`src/rtl/match_scheduler.sv`:
```
// Distributes candidate string offsets across NUM_SLAVE matcher engines and
// reports the lowest offset at which any engine found the pattern.
module match_scheduler #(
  parameter int NUM_SLAVE = 4,
  parameter int STR_ADD   = 5,
  parameter int PAT_ADD   = 3
) (
  input  logic                           clk,
  input  logic                           reset,
  input  logic                           valid,
  input  logic [STR_ADD-1:0]             str_last_idx,
  input  logic [PAT_ADD-1:0]             pat_last_idx,
  output logic [NUM_SLAVE-1:0]           slv_start,
  output logic [NUM_SLAVE*STR_ADD-1:0]   slv_offset,
  input  logic [NUM_SLAVE-1:0]           slv_done,
  input  logic [NUM_SLAVE-1:0]           slv_hit,
  output logic                           busy,
  output logic                           finish,
  output logic                           match,
  output logic [STR_ADD-1:0]             match_idx
);

  typedef enum logic [1:0] {IDLE, DISPATCH, DRAIN, REPORT} state_t;

  state_t               state;
  logic [STR_ADD-1:0]   last_off;
  logic [STR_ADD-1:0]   next_off;
  logic                 exhausted;
  logic [NUM_SLAVE-1:0] slv_busy;
  logic                 hit_found;
  logic [STR_ADD-1:0]   best;

  logic [STR_ADD-1:0]   pat_ext;
  logic [NUM_SLAVE-1:0] done_v;
  logic [NUM_SLAVE-1:0] assign_mask;
  logic [NUM_SLAVE*STR_ADD-1:0] new_off;
  logic [STR_ADD-1:0]   cur;
  logic                 exhausted_c;
  logic                 hit_now;
  logic                 cand_valid;
  logic [STR_ADD-1:0]   cand;
  logic [STR_ADD-1:0]   done_off;
  logic                 stop;

  assign pat_ext = {{(STR_ADD-PAT_ADD){1'b0}}, pat_last_idx};
  assign done_v  = slv_done & slv_busy;
  assign busy    = (state != IDLE);

  // Lowest offset among this cycle's hits, merged with the recorded best.
  always_comb begin
    hit_now    = 1'b0;
    cand       = best;
    cand_valid = hit_found;
    done_off   = '0;
    for (int i = 0; i < NUM_SLAVE; i++) begin
      if (done_v[i] && slv_hit[i]) begin
        hit_now  = 1'b1;
        done_off = slv_offset[i*STR_ADD +: STR_ADD];
        if (!cand_valid || done_off < cand) begin
          cand       = done_off;
          cand_valid = 1'b1;
        end
      end
    end
  end

  assign stop = hit_found | hit_now;

  // Hand ascending offsets to free slaves, lowest index first. The exhausted
  // flag marks last_off as issued so the counter never needs to wrap.
  always_comb begin
    assign_mask = '0;
    new_off     = slv_offset;
    cur         = next_off;
    exhausted_c = exhausted;
    if (state == DISPATCH && !stop) begin
      for (int i = 0; i < NUM_SLAVE; i++) begin
        if (!slv_busy[i] && !exhausted_c) begin
          assign_mask[i]                  = 1'b1;
          new_off[i*STR_ADD +: STR_ADD]   = cur;
          if (cur == last_off) exhausted_c = 1'b1;
          else                 cur         = cur + 1'b1;
        end
      end
    end
  end

  always_ff @(posedge clk or posedge reset) begin
    if (reset) begin
      state      <= IDLE;
      last_off   <= '0;
      next_off   <= '0;
      exhausted  <= 1'b0;
      slv_busy   <= '0;
      hit_found  <= 1'b0;
      best       <= '0;
      slv_start  <= '0;
      slv_offset <= '0;
      finish     <= 1'b0;
      match      <= 1'b0;
      match_idx  <= '0;
    end else begin
      slv_start <= assign_mask;
      finish    <= 1'b0;
      slv_busy  <= (slv_busy & ~done_v) | assign_mask;
      if (state == DISPATCH || state == DRAIN) begin
        hit_found <= cand_valid;
        best      <= cand;
      end
      case (state)
        IDLE: begin
          if (valid) begin
            last_off  <= str_last_idx - pat_ext;
            next_off  <= '0;
            exhausted <= 1'b0;
            hit_found <= 1'b0;
            best      <= '0;
            match     <= 1'b0;
            match_idx <= '0;
            state     <= (str_last_idx < pat_ext) ? REPORT : DISPATCH;
          end
        end
        DISPATCH: begin
          slv_offset <= new_off;
          next_off   <= cur;
          exhausted  <= exhausted_c;
          if (stop || exhausted_c) state <= DRAIN;
        end
        DRAIN: begin
          if (slv_busy == '0) state <= REPORT;
        end
        REPORT: begin
          finish    <= 1'b1;
          match     <= hit_found;
          match_idx <= hit_found ? best : '0;
          state     <= IDLE;
        end
        default: state <= IDLE;
      endcase
    end
  end

endmodule

```
`config.mk`:
```
export PLATFORM = sky130hd
export DESIGN_NAME = match_scheduler
export DESIGN_NICKNAME = d
export VERILOG_FILES = /design/src/rtl/match_scheduler.sv
export SDC_FILE = /design/constraint.sdc
export NUM_CORES = 1
export LEC_CHECK = 0
export CAP_MARGIN = 20
export CELL_PAD_IN_SITES_DETAIL_PLACEMENT = 0
export CELL_PAD_IN_SITES_GLOBAL_PLACEMENT = 2
export CORE_MARGIN = 2
export CORE_UTILIZATION = 35
export DETAILED_ROUTE_END_ITERATION = 12
export HOLD_SLACK_MARGIN = 0.1
export PLACE_DENSITY = 0.81
export RECOVER_POWER = 100
export SETUP_SLACK_MARGIN = 0.02
export SYNTH_ARGS = -nofsm -noshare
export SYNTH_HDL_FRONTEND = slang
export SYNTH_SLANG_ARGS = --single-unit
```
`constraint.sdc`:
```
create_clock -name clk -period 8.45 [get_ports clk]
set_input_delay 1.2675 -clock clk [delete_from_list [all_inputs] [get_ports clk]]
set_output_delay 1.2675 -clock clk [all_outputs]
set_load 0.02 [all_outputs]
```
; Word-level counts from Yosys, hierarchy flattened
; Cells that the tools add are included.
[totals]
ff_bits = 54
in_bits = 19
out_inout_bits = 32
wordCells = 151
[op_classes]
n_addsub = 5
order_cmp = 5
eq_ne = 11
muxes = 68
bitwise = 5
n_reduce_logical = 42
[op_table]
columns = op, n
row1 = 2-to-1 mux 5 bit, 25
row2 = 2-to-1 mux 1 bit, 33
row3 = adder 5 x 1 -> 5 bit (second input constant), 4
row4 = == test 5 bit, 4
row5 = < comparator 5 bit, 4
row6 = one-hot mux 5 bit (2 select lines), 2
row7 = AND reduction 3 bit, 6
row8 = logical NOT 1 bit, 13
row9 = logical AND 1 bit, 9
row10 = AND 4 bit, 2
row11 = 2-to-1 mux 2 bit, 4
row12 = one-hot mux 2 bit (4 select lines), 1
row13 = logical OR 1 bit, 6
row14 = AND reduction 2 bit, 3
row15 = nonzero test 2 bit, 3
row16 = < comparator 5 x 3 -> 1 bit, 1
row17 = subtractor 5 x 3 -> 5 bit, 1
row18 = == test 2 bit (second input constant), 2
row19 = logical NOT 4 bit, 1
row20 = 2-to-1 mux 4 bit, 1
row21 = inequality test 2 x 1 -> 1 bit (second input constant), 2
row22 = inequality test 2 bit (second input constant), 2
row23 = NOT 4 bit, 1
row24 = OR 4 bit, 1
row25 = other kinds (4), 5

; Depth between registers and ports, before layout
[logic_depth]
depth_word = 25
depth_mapped = 35
ltp_nobuf = 34

; Worst setup path before layout
; OpenSTA, ideal clock, no wires.
[synth_timing]
path_kind = input -> register
startpoint = in slv_done[0]
endpoint = reg best[3]
setup_time_ps = 90
t_arrival_ps = 6379
required_ps = 8360
path_slack_ps = 1981
path_stages = 32
path_buffers = 1
path_cell_list = o2111ai_1 > a41oi_2 > nand2_1 > o21ai_0 > inv_1 > ha_1 > o21ai_0 > nor2_1 > mux2i_1 > a211o_1 > a21oi_1 > nor2_1 > mux2i_1 > ha_1 > a31oi_1 > o21ai_0 > a41o_1 > o21ai_1 > a21oi_1 > a311o_1 > clkbuf_1 > mux2_2 > ha_1 > a21oi_1 > nor2b_1 > o21ai_0 > nand2_1 > nor2_1 > nand2_1 > mux2i_1 > o21ai_0 > o221ai_1
[synth_between]
elab_chain_len = 18
word_cells_on_any_way = 26
classes_between = 3 x order compare / 15 x mux / 1 x bitwise / 7 x reduce/logical
[synth_rtl]
columns = element, line_no
row1 = from (decl), 15  ; input logic [NUM_SLAVE-1:0] slv_done,
row2 = AND 4 bit (*), 46  ; assign done_v = slv_done & slv_busy;
row3 = logical AND 1 bit (*), 56  ; if (done_v[i] && slv_hit[i]) begin
row4 = 2-to-1 mux 5 bit or 2-to-1 mux 1 bit (tied branches), 56
row5 = < comparator 5 bit or logical NOT 1 bit (tied branches), 59  ; if (!cand_valid || done_off < cand) begin
row6 = logical OR 1 bit, 59
row7 = 2-to-1 mux 5 bit or 2-to-1 mux 1 bit (tied branches), 59
row8 = 2-to-1 mux 5 bit or 2-to-1 mux 1 bit (tied branches), 56
row9 = < comparator 5 bit or logical NOT 1 bit (tied branches), 59
row10 = [2 not listed], n/a
row11 = 2-to-1 mux 5 bit or 2-to-1 mux 1 bit (tied branches), 56
row12 = < comparator 5 bit or logical NOT 1 bit (tied branches), 59
row13 = logical OR 1 bit, 59
row14 = 2-to-1 mux 5 bit, 59
row15 = 2-to-1 mux 5 bit (*), 56
row16 = 2-to-1 mux 5 bit (*), 106  ; if (state == DISPATCH || state == DRAIN) begin
row17 = 2-to-1 mux 5 bit, 112  ; if (valid) begin
row18 = 2-to-1 mux 5 bit (*), 110  ; case (state)
row19 = to (signal assigned), 108  ; best <= cand;
row20 = to (decl), 31  ; logic [STR_ADD-1:0] best;
; Mark *: on every way between the ends. The rest lies on a longest branch, timed or not.
; A chain may end at the register's enable or synchronous reset.

; Worst setup path in the final report
; Ends and elaborated chain as after synthesis.

==> run summary <==
status -> complete, but fails checks
failing checks -> max-capacitance violations, max-slew violations
fmax -> 131 MHz
largest area contributor in the netlist -> dfrtp_1
Post-Route WL -> 12,200 um
slowest library cell on the worst path -> dlygate4sd3_1
area growth from synthesis to layout -> 17.2%
Fillers -> 1,223
clk buf depth -> 2
Wirelength per Cell -> 18.2 um
prevailing post-synth register cell -> dfrtp_1
Reg area -> 1350 um2
WHS Path Cells -> 1
fin crit period -> 7.66 ns
HPWL after DPL -> 9770 um
first-pass GRT wire length -> 19,800 um
Slew @ Worst Pin -> 3.03 ns
largest net degree at the start of global routing -> 55
Setup TNS -> 0 ns
placed cell count -> 663
core box area -> 11,900 um2
PostCTS Resize Cnt -> 0
final net count -> 566
R2R Setup Slk -> 1.48 ns
Fin. Hold Viols -> 0
Clk Tree Root Cell -> clkbuf_16
Mapped Area -> 4240 um2
Setup crit start -> slv_done[0]
cells on worst reg2reg path -> 33
Synth Warn # -> 0
post-synthesis register bit count -> 54
Clock transition at path regs -> 0.08 ns
Req. time, crit path -> 8.65 ns
io pins -> 51
Most common cell on crit path -> o21ai_0
CP Class -> in2reg
clk_skew -> 0.00815 ns
gr usage total -> 0.194
worst reg2reg endpoint -> best[3]$_DFF_PP0_
synthesized area per cell -> 8.82 um2
CTS Buf Count -> 5
Area contributors post-synth -> dfrtp_1 32%, ha_1 6.8%, nand2_1 4.4%, o21ai_0 4.4%, inv_1 3.7%
Arr. time, crit path -> 7.86 ns
post-CTS setup buffers -> 0
Starting Density -> 0.356
CTS Sinks -> 54
slew margin rel. -> -1.02
CP Capture Type -> flop
number of buffers inserted by hold repair at cts -> 0
peak fanout along the critical path -> 9
fin. max-slew vios -> 55
Post-DRT Antenna Nets -> 0
area of the multi-input gates -> 2610 um2
CP endpoint -> best[3]$_DFF_PP0_
syn nets -> 524
Clock Latency Late Sink -> 0.30 ns
FP Rows -> 40
CTS H-tree lvls -> 2
vias per cell -> 5.59
1st-pass router iterations -> 5
top-count cell post-synth -> dfrtp_1
Vias -> 3,754
initial antenna violation count -> 0
number of global-route vias before repair -> 3,545
CTS tree -> yes
die height -> 114 um
number of synthesized flops with an enable pin -> 0
async set-reset flop share out of synthesis -> 1.00
Die W -> 114 um
Max-Cap Viols -> 1
port bufs -> 50
final non-filler cell total -> 671
fin crit share -> 0.906
initial DRC count -> 211
Yosys top cell area share -> 0.318
Residual DRC -> 0
layout cell share with drive strength beyond 1 -> 0.0821
min-delay worst type -> reg2reg
startpoint types -> primary input
RSZ-0062 raised after global routing -> no
r2r startpoint -> slv_offset[4]$_DFFE_PP0P_
Total Die Area -> 13,000 um2
Commonest cells post-synth -> 54 x dfrtp_1, 50 x nand2_1, 42 x inv_1
Yosys cell types -> 81
sequential element share of the synthesized area -> 0.318
RePlAce Congestion -> 0.908
cells after synthesis -> 481
Final Setup Violations -> 0
n_diodes -> 0
Remaining Overflow, GRT -> 0
slowest cell delay on critical path -> 0.62 ns
[placed cells by master (no fill, tap or decap), types with 7 or more instances in the layout]
master and n:
mux2i_1 14, inv_1 41, dfrtp_1 54, clkdlybuf4s50_1 13
dlygate4sd3_1 37, nand3_1 19, a21oi_1 19, nand2_1 50
nor2_1 37, o21ai_0 42, nor3_1 9, ha_1 23
and3_1 7, xnor2_1 15, xor2_1 12
[state kept, by name (all words and copies together) (netlist names)]
register	flops
best	5
exhausted	1
finish	1
hit_found	1
last_off	5
match	1
match_idx	5
next_off	5
slv_busy	4
slv_offset	20
slv_start	4
state	2
[how the worst min path moves through the flow]
stage / startpoint / end / slack [ns]
after CTS: match$_DFFE_PP0P_ / match$_DFFE_PP0P_ / 0.49
after detailed placement: match$_DFFE_PP0P_ / match$_DFFE_PP0P_ / 0.47
after global routing: match$_DFFE_PP0P_ / match$_DFFE_PP0P_ / 0.50
after global placement: match$_DFFE_PP0P_ / match$_DFFE_PP0P_ / 0.46
after floorplan: last_off[4]$_DFFE_PP0P_ / last_off[4]$_DFFE_PP0P_ / 0.47
final: match$_DFFE_PP0P_ / match$_DFFE_PP0P_ / 0.48
[logic make-up (layout without fill, tap and decap cells)]
kind of cell               after synthesis  in the layout  synth area share
AOI/OAI and AO/OA                      128            128             0.217
xor gates and xnor gates                32             32            0.0790
adders and majority gates               24             24            0.0725
buffers and inverters                   58            101            0.0604
DFF                                     54             54             0.318
muxes                                   23             23            0.0587
and+or+nand+nor                        162            162             0.194
[final cells by class]
type | count | share of cell area
tap | 147 | 0.0370
inverter | 42 | 0.0317
clock buffer | 5 | 0.0251
multi-input combinational | 369 | 0.524
sequential | 54 | 0.272
timing repair buffer | 51 | 0.101
clock inverter | 3 | 0.00981
[layer usage]
| layer | vias to the layer above | global-route usage | share of wire |
|---|---|---|---|
| li1 | 1810 | - | - |
| met1 | 1805 | 0.287 | 0.49 |
| met2 | 125 | 0.303 | 0.45 |
| met3 | 14 | 0.0228 | 0.047 |
| met4 | 0 | 0.0504 | 0.016 |
| met5 | - | 0 | 0 |
[stage by stage]
stage / hold slack, ns / area (um2) / utilization / setup slack, ns
6_report: 0.478 / 4980 / 0.418 / 0.791
3_5_place_dp: 0.470 / 4840 / 0.406 / 0.760
3_3_place_gp: 0.462 / 4840 / 0.406 / 0.929
5_1_grt: 0.495 / 4980 / 0.418 / 0.265
2_1_floorplan: 0.469 / 4240 / - / 1.98
4_1_cts: 0.488 / 5010 / 0.421 / 1.03
[critical path: cells and delay by family]
family | cells | cell delay [ns]
simple gates | 7 | 0.94
fa+ha+maj | 3 | 0.86
buf+inv | 2 | 0.70
mux | 4 | 1.03
compound gates | 16 | 3.06
Power is left out: the tool's default activity adds up to more than one toggle a clock period on the data nets, which glitch-free logic cannot reach.
